<file path="config.mk">
export PLATFORM = sky130hd
export DESIGN_NAME = pc_gen
export DESIGN_NICKNAME = d
export VERILOG_FILES = /design/src/rtl/pc_pkg.sv /design/src/rtl/ras_stack.sv /design/src/rtl/pc_gen.sv
export SDC_FILE = /design/constraint.sdc
export NUM_CORES = 1
export LEC_CHECK = 0
export CORE_UTILIZATION = 35
export CTS_CLUSTER_DIAMETER = 60
export DETAILED_ROUTE_END_ITERATION = 10
export GPL_ROUTABILITY_DRIVEN = 0
export GPL_TIMING_DRIVEN = 1
export RECOVER_POWER = 50
export REMOVE_ABC_BUFFERS = 1
export SYNTH_ARGS = -nofsm -noshare
export SYNTH_HDL_FRONTEND = slang
export SYNTH_SLANG_ARGS = --single-unit
</file>
<file path="constraint.sdc">
create_clock -name clk_i -period 8.1 [get_ports clk_i]
set_clock_uncertainty 0.05 [all_clocks]
set_input_delay 1.215 -clock clk_i [delete_from_list [all_inputs] [get_ports clk_i]]
set_output_delay 1.215 -clock clk_i [all_outputs]
set_load 0.02 [all_outputs]
</file>
<file path="src/rtl/pc_pkg.sv">
// Shared types and defaults for the fetch-stage PC generator.
// Redirect sources are ordered so a numeric compare gives priority.
package pc_pkg;

  typedef enum logic [1:0] {
    SRC_NONE = 2'd0,
    SRC_JMP  = 2'd1,
    SRC_BR   = 2'd2,
    SRC_TRAP = 2'd3
  } src_e;

  localparam logic [31:0] DEF_TRAP_VEC = 32'h0000_0080;
  localparam int          DEF_INC      = 4;

  // A new request may replace a buffered one of equal or lower rank.
  function automatic logic may_replace(src_e nw, src_e cur);
    return (nw != SRC_NONE) &&
           ((cur == SRC_NONE) || (nw >= cur));
  endfunction

endpackage

</file>
<file path="src/rtl/ras_stack.sv">
// Circular return-address stack: the oldest entry is overwritten
// when full, and push+pop together replaces the top in place.
module ras_stack
  import pc_pkg::*;
#(
  parameter int XLEN  = 32,
  parameter int DEPTH = 4
) (
  input  logic            clk_i,
  input  logic            rst_i,
  input  logic            push_i,
  input  logic            pop_i,
  input  logic            clr_i,
  input  logic [XLEN-1:0] data_i,
  output logic [XLEN-1:0] top_o,
  output logic            empty_o,
  output logic            full_o
);

  localparam int PW = $clog2(DEPTH);
  localparam int CW = PW + 1;

  logic [XLEN-1:0] mem_q [DEPTH];
  logic [PW-1:0]   ptr_q;
  logic [CW-1:0]   cnt_q;
  logic [PW-1:0]   top_idx;
  logic            do_pop;

  assign top_idx = ptr_q - 1'b1;
  assign top_o   = mem_q[top_idx];
  assign empty_o = (cnt_q == '0);
  assign full_o  = (cnt_q == CW'(DEPTH));
  assign do_pop  = pop_i && !empty_o;

  // Pointer/count/storage update; ptr_q is the next free slot.
  always_ff @(posedge clk_i or negedge rst_i) begin
    if (!rst_i) begin
      ptr_q <= '0;
      cnt_q <= '0;
      for (int i = 0; i < DEPTH; i++) begin
        mem_q[i] <= '0;
      end
    end else if (clr_i) begin
      ptr_q <= '0;
      cnt_q <= '0;
    end else if (do_pop && push_i) begin
      mem_q[top_idx] <= data_i;
    end else if (push_i) begin
      mem_q[ptr_q] <= data_i;
      ptr_q        <= ptr_q + 1'b1;
      if (!full_o) begin
        cnt_q <= cnt_q + 1'b1;
      end
    end else if (do_pop) begin
      ptr_q <= top_idx;
      cnt_q <= cnt_q - 1'b1;
    end
  end

endmodule

</file>
<file path="src/rtl/pc_gen.sv">
// Fetch-stage program counter with prioritised redirects,
// a stall-time redirect buffer and a return-address stack.
module pc_gen
  import pc_pkg::*;
#(
  parameter int              XLEN      = 32,
  parameter logic [XLEN-1:0] RESET_VEC = '0,
  parameter logic [XLEN-1:0] TRAP_VEC  = XLEN'(DEF_TRAP_VEC),
  parameter int              INC       = DEF_INC,
  parameter int              RAS_DEPTH = 4
) (
  input  logic            clk_i,
  input  logic            rst_i,
  input  logic            start_i,
  input  logic            stall_i,
  input  logic            br_taken_i,
  input  logic [XLEN-1:0] br_target_i,
  input  logic            jmp_i,
  input  logic [XLEN-1:0] jmp_target_i,
  input  logic            call_i,
  input  logic            ret_i,
  input  logic            trap_i,
  output logic [XLEN-1:0] pc_o,
  output logic            redirect_pending_o,
  output logic            ras_empty_o,
  output logic            ras_full_o
);

  logic [XLEN-1:0] pc_q;
  logic [XLEN-1:0] pc_inc;
  logic [XLEN-1:0] pc_d;

  logic [XLEN-1:0] ras_top;
  logic            ras_empty;
  logic            ras_full;

  src_e            new_src;
  logic [XLEN-1:0] new_tgt;
  logic            new_push;
  logic            new_pop;

  src_e            pend_src_q;
  logic [XLEN-1:0] pend_tgt_q;
  logic [XLEN-1:0] pend_val_q;
  logic            pend_push_q;
  logic            pend_pop_q;

  logic            ras_push;
  logic            ras_pop;
  logic            ras_clr;
  logic [XLEN-1:0] push_val;

  logic            adv;
  logic            cap;

  assign pc_inc = pc_q + XLEN'(INC);
  assign adv    = start_i && !stall_i;
  assign cap    = start_i && stall_i &&
                  may_replace(new_src, pend_src_q);

  // Pick this cycle's redirect and resolve its target/RAS action.
  always_comb begin
    new_src  = SRC_NONE;
    new_tgt  = pc_inc;
    new_push = 1'b0;
    new_pop  = 1'b0;
    priority case (1'b1)
      trap_i: begin
        new_src = SRC_TRAP;
        new_tgt = TRAP_VEC;
      end
      br_taken_i: begin
        new_src = SRC_BR;
        new_tgt = br_target_i;
      end
      jmp_i: begin
        new_src  = SRC_JMP;
        new_tgt  = jmp_target_i;
        new_push = call_i;
        if (ret_i && !ras_empty) begin
          new_tgt = ras_top;
          new_pop = 1'b1;
        end
      end
      default: ;
    endcase
  end

  // Next PC on an advance: new redirect, then buffered, then +INC.
  always_comb begin
    pc_d     = pc_inc;
    ras_push = 1'b0;
    ras_pop  = 1'b0;
    ras_clr  = 1'b0;
    push_val = pc_inc;
    if (new_src != SRC_NONE) begin
      pc_d     = new_tgt;
      ras_push = new_push;
      ras_pop  = new_pop;
      ras_clr  = (new_src == SRC_TRAP);
    end else if (pend_src_q != SRC_NONE) begin
      pc_d     = pend_tgt_q;
      ras_push = pend_push_q;
      ras_pop  = pend_pop_q;
      ras_clr  = (pend_src_q == SRC_TRAP);
      push_val = pend_val_q;
    end
  end

  // PC register moves only on advance cycles.
  always_ff @(posedge clk_i or negedge rst_i) begin
    if (!rst_i) begin
      pc_q <= RESET_VEC;
    end else if (adv) begin
      pc_q <= pc_d;
    end
  end

  // Redirect buffer: filled while stalled, drained on any advance.
  always_ff @(posedge clk_i or negedge rst_i) begin
    if (!rst_i) begin
      pend_src_q  <= SRC_NONE;
      pend_tgt_q  <= '0;
      pend_val_q  <= '0;
      pend_push_q <= 1'b0;
      pend_pop_q  <= 1'b0;
    end else if (adv) begin
      pend_src_q  <= SRC_NONE;
      pend_push_q <= 1'b0;
      pend_pop_q  <= 1'b0;
    end else if (cap) begin
      pend_src_q  <= new_src;
      pend_tgt_q  <= new_tgt;
      pend_val_q  <= pc_inc;
      pend_push_q <= new_push;
      pend_pop_q  <= new_pop;
    end
  end

  ras_stack #(
    .XLEN  (XLEN),
    .DEPTH (RAS_DEPTH)
  ) u_ras (
    .clk_i   (clk_i),
    .rst_i   (rst_i),
    .push_i  (adv && ras_push),
    .pop_i   (adv && ras_pop),
    .clr_i   (adv && ras_clr),
    .data_i  (push_val),
    .top_o   (ras_top),
    .empty_o (ras_empty),
    .full_o  (ras_full)
  );

  assign pc_o               = pc_q;
  assign redirect_pending_o = (pend_src_q != SRC_NONE);
  assign ras_empty_o        = ras_empty;
  assign ras_full_o         = ras_full;

endmodule

</file>
# Yosys cells after proc, flatten, opt, wreduce, memory -nomap -nowiden
# Cells that the tools add are included.
[word_totals]
ff_bits = 233
in_bits = 73
output_inout_bits = 35
wordCells = 107
[op_classes]
addsub = 5
order_cmp = 5
eq_ne = 5
muxes = 50
n_bitwise = 4
n_reduce_logical = 26
[ops]
columns = ["operator", "n"]
rows = [
  ["$mux W32", 12],
  ["$bwmux W128", 2],
  ["$mux W128", 2],
  ["$demux W32 S2", 2],
  ["$bmux W32 S2", 1],
  ["$add A32 B3 Y32 const B", 1],
  ["$mux W1", 18],
  ["$mux W2", 8],
  ["$mux W3", 5],
  ["$logic_and A1 B1 Y1", 12],
  ["$reduce_bool A2 Y1", 4],
  ["$ge A3 B3 Y1 const B", 2],
  ["$lt A3 B1 Y1 const B", 2],
  ["$not A2 Y3", 2],
  ["$reduce_and A2 Y1", 3],
  ["$eq A2 B2 Y1 const B", 2],
  ["$add A3 B1 Y3 const B", 1],
  ["$eq A3 B3 Y1 const B", 1],
  ["$logic_not A3 Y1", 1],
  ["$ne A3 B3 Y1 const B", 1],
  ["$reduce_and A3 Y1", 1],
  ["$reduce_bool A3 Y1", 1],
  ["$sub A3 B1 Y3 const B", 1],
  ["$add A2 B1 Y2 const B", 1],
  ["7 further kinds", 9],
]

# Longest topological paths before layout
[logic_depth]
depth_word = 14
mapped_depth = 13

# Hierarchy
# A second synthesis with hierarchy kept.
[hier_totals]
cells_unflattened = 1141
hier_area_um2 = 12959.9
[modules_own_cells]
columns = ["mod", "instances", "cells_each", "area_per_inst_um2", "seq_area_each_um2"]
rows = [
  ["ras_stack", 1, 361, 6556.3, 3328.2],
  ["pc_gen", 1, 780, 6403.6, 2502.4],
]

# Least setup slack after synthesis
# Ideal clock, no wire load.
[synth_timing]
path_type = "input to register"
start = "input jmp_i"
end = "register pend_tgt_q[9]"
setup_time_ns = 0.142
arrival_ns = 3.271
required_time_ns = 7.908
setup_slack_ns = 4.636
path_stages = 11
n_path_buf = 5
path_cell_list = "buf_2 -> nor2b_1 -> clkbuf_1 -> nor2_1 -> ha_1 -> o21ai_0 -> a211o_1 -> buf_2 -> clkbuf_1 -> clkbuf_1 -> o221ai_1"
[synth_between]
elab_chain_cells = 8
elab_cells_between_ends = 12
classes_between = "order compare (1); mux (6); reduce/logical (5)"
[synth_lines]
columns = ["item", "line_no", "rtl"]
rows = [
  ["start, declared", "pc_gen.sv:18", "input logic jmp_i,"],
  ["$mux W1", "pc_gen.sv:67", "priority case (1'b1)"],
  ["$mux W2 (2 in series)", "pc_gen.sv:67", ""],
  ["$ge A2 B2 Y1", "pc_pkg.sv:18", "((cur == SRC_NONE) || (nw >= cur));"],
  ["$logic_or A1 B1 Y1", "pc_pkg.sv:18", ""],
  ["$logic_and A1 B1 Y1", "pc_pkg.sv:17", "return (nw != SRC_NONE) &&"],
  ["$logic_and A1 B1 Y1", "pc_gen.sv:58", "assign cap = start_i && stall_i &&"],
  ["$reduce_and A2 Y1 (no source line)", "-", ""],
  ["end signal, assigned", "pc_gen.sv:133", "pend_tgt_q <= new_tgt;"],
  ["end, declared", "pc_gen.sv:43", "logic [XLEN-1:0] pend_tgt_q;"],
]
# Several ways; a longest one is shown, not always the timed one.
# A chain may end at the register's enable or synchronous reset.

==> qor.txt <==
status -> complete, but fails checks
violated checks -> design-rule violations, max-capacitance violations, max-slew violations
Post-CTS Repair Setup Buffers -> 0
Avg WL per Cell -> 22.9 um
initial antenna violation count -> 2
EDFF count, synth -> 0
slowest cell delay on critical path -> 3390 ps
min cycle time layout -> 5280 ps
NumNets Final -> 1368
Yosys reg bits -> 233
Worst-Skew Late Latency -> 540 ps
GRT Overall Usage -> 22.3%
share of cells above drive strength 1 -> 10.9%
DRC -> 12
top cell type's share of synthesized area -> 45.9%
critical path endpoint category -> async pin
worst slew pin tran -> 4940 ps
Final Setup Violations -> 0
RSZ-0062 raised after global routing -> no
CP Launch Type -> primary input
CTS tree -> built
1st-pass router iterations -> 8
Synthesis Warnings -> 0
Core ar. -> 35700 um2
LEAKAGE -> 0.00661 uW
largest area contributor in the synthesized netlist -> dfrtp_1
max_cap viols -> 1
hpwl dp -> 26400 um
Initial DRC Count -> 930
Critical Path RT -> 7510 ps
Die Wd -> 193 um
via count -> 10395
most frequent cells after synthesis -> 233 x dfrtp_1, 134 x nand2_1, 93 x mux2_1, 69 x nor2_1, 65 x o21ai_0
footprint of the multi-input gates -> 6250 um2
crit path max fanout -> 88
clock root buffer -> clkbuf_16
Layout area overhead -> 19.1%
Max Freq -> 190 MHz
cells after synthesis -> 1218
vias in the first global route -> 10305
Max-slew headroom -> -229%
max-slew violations -> 88
final worst-path cycle share -> 65.1%
most area-consuming cells after synthesis -> dfrtp_1 46%, mux2_1 8.2%, mux4_2 5.7%
GRT Residual Overflow -> 0
largest net degree at the start of global routing -> 147
I/O pin count -> 108
Avg Cell Area, Syn -> 10.4 um2
Post-synth top flop -> dfrtp_1
VDD IR max -> 0.156 mV
hold_buf cts -> 0
top-count cell post-synth -> dfrtp_1
depth of the CTS H-tree -> 1
row cnt -> 69
post-route setup TNS -> 0 ps
HP Class -> reg2reg
Die Height -> 193 um
Setup Crit Path Kind -> in2async
CP max-delay cell -> clkbuf_1
Unique masters post-synth -> 73
via density per instance -> 5.87
Reg clk slew, reported paths -> 60 ps
Critical Path, Cell by Cell -> clkbuf_1
die footprint -> 37100 um2
ys async rst share -> 100%
Mapped Area -> 12700 um2
clock sinks -> 233
fillers -> 3391
final WL -> 40500 um
port bufs -> 107
clk buf depth -> 3
# resized after CTS -> 0
TritonCTS Buffers -> 28
delay-heaviest family, CP -> buffers and inverters
WP buf/inv -> 1
Starting Density -> 35.6%
ant diodes -> 0
Reg area -> 5830 um2
Seq/Total Area, Yosys -> 45.9%
Worst EP arrival -> 4690 ps
global-route wire length before repair -> 62500 um
Final Hold Vio Count -> 0
antenna violation net count after detailed routing -> 0
Pwr Density -> 238 nW/um2
worst hold slack -> 417 ps
[metrics by stage]
step                total power (uW)  setup WS [ps]  std cells  instance area (um2)  utilization (%)
floorplan                       1900           3160       1125                12200                -
global placement                2240           3100       1718                14100             39.6
detailed placement              2260           3030       1718                14100             39.6
CTS                             3620           3580       1770                15100             42.5
global route                    3760           1780       1770                15100             42.4
finish                          3600           2820       1770                15100             42.4
[final cells by class]
class / count / share of cell area, %
Clock buffer: 41 / 5.62
Clock inverter: 11 / 1.09
Inverter: 52 / 1.29
Multi-Input combinational cell: 840 / 41.3
Sequential cell: 233 / 38.5
Tap cell: 461 / 3.81
Timing Repair Buffer: 132 / 8.36
[power by group]
part           leakage, uW  switching [uW]  internal, uW
combinational      0.00316             466           306
sequential         0.00295             143          1320
clock             0.000501             508           854
total              0.00661            1120          2480
[sequential cells by signal (all words and copies together) (netlist names)]
signal / flops
u_ras.mem_q: 128
pend_push_q: 1
u_ras.ptr_q: 2
pend_pop_q: 1
pend_val_q: 32
u_ras.cnt_q: 3
pc_o: 32
pend_src_q: 2
pend_tgt_q: 32
[path summary, 6_finish.rpt]
path                                         to  depth (start not counted)            from  slack, ps
worst max-delay path                    pc_o[4]                          1           rst_i       2820
worst min-delay path             pend_tgt_q[13]                          2  pend_tgt_q[13]        420
worst max register to register         pc_o[31]                          9  u_ras.ptr_q[0]       4100
worst min register to register   pend_tgt_q[13]                          2  pend_tgt_q[13]        420
max in group clk_i               pend_tgt_q[11]                         10           jmp_i       3520
min in group asynchronous       u_ras.mem_q[14]                          1           rst_i       2400
[cells by family (layout without fill, tap and decap cells)]
| family | count (synthesis) | count (layout) | share of synthesized area [%] |
|---|---|---|---|
| simple gates | 348 | 348 | 13.1 |
| compound gates | 304 | 304 | 16.7 |
| flops | 233 | 233 | 45.9 |
| mux | 171 | 171 | 17.6 |
| buf+inv | 145 | 236 | 5.17 |
| xor+xnor | 9 | 9 | 0.621 |
| fa+ha+maj | 8 | 8 | 0.847 |
[routing by layer]
metal	GRT usage, %	up-vias	routed length [um]
met2	34.5	422	17900
met5	0	-	0
met1	31.6	5267	18400
met3	3.89	65	3030
li1	-	4641	-
met4	6.97	0	1130
[layout by cell type, fill, tap and decap left out, types with 5 or more instances in the layout]
| cell type | Yosys | routed |
|---|---|---|
| nand4_1 | 16 | 16 |
| and3_1 | 9 | 9 |
| a22o_1 | 21 | 21 |
| or3_1 | 15 | 15 |
| nor2_1 | 69 | 69 |
| a22oi_1 | 6 | 6 |
| o21ai_0 | 65 | 65 |
| o31ai_1 | 19 | 19 |
| nand2_1 | 134 | 133 |
| a31oi_1 | 28 | 28 |
| a21boi_0 | 6 | 6 |
| clkbuf_1 | 57 | 5 |
| inv_1 | 50 | 50 |
| clkbuf_8 | 0 | 8 |
| o22ai_1 | 12 | 12 |
| a2bb2oi_1 | 7 | 7 |
| buf_4 | 7 | 24 |
| a21oi_1 | 50 | 50 |
| nor3_1 | 21 | 21 |
| nand3_1 | 36 | 36 |
| and2_1 | 10 | 10 |
| and4_1 | 7 | 7 |
| a221o_1 | 12 | 12 |
| or4_1 | 13 | 13 |
| xor2_1 | 6 | 6 |
| clkbuf_16 | 0 | 29 |
| o211ai_1 | 12 | 12 |
| a21o_1 | 6 | 6 |
| ha_1 | 7 | 7 |
| dfrtp_1 | 233 | 232 |
| a211o_1 | 8 | 7 |
| o221ai_1 | 5 | 5 |
| o21ai_1 | 5 | 5 |
| dlygate4sd3_1 | 0 | 17 |
| clkdlybuf4s50_1 | 0 | 89 |
| mux2i_1 | 35 | 35 |
| mux2_2 | 11 | 11 |
| mux4_2 | 32 | 32 |
| mux2_1 | 93 | 93 |
[worst reg2reg max path, stage by stage, from the launching register on]
cell and delay (ps):
dfrtp_2 340, buf_4 630, inv_1 170, ha_1 920
buf_4 510, mux4_2 440, mux2_2 280, o21ai_0 240
nor3_1 90, a211o_1 230
No activity file was read; power rests on OpenSTA's default activity.
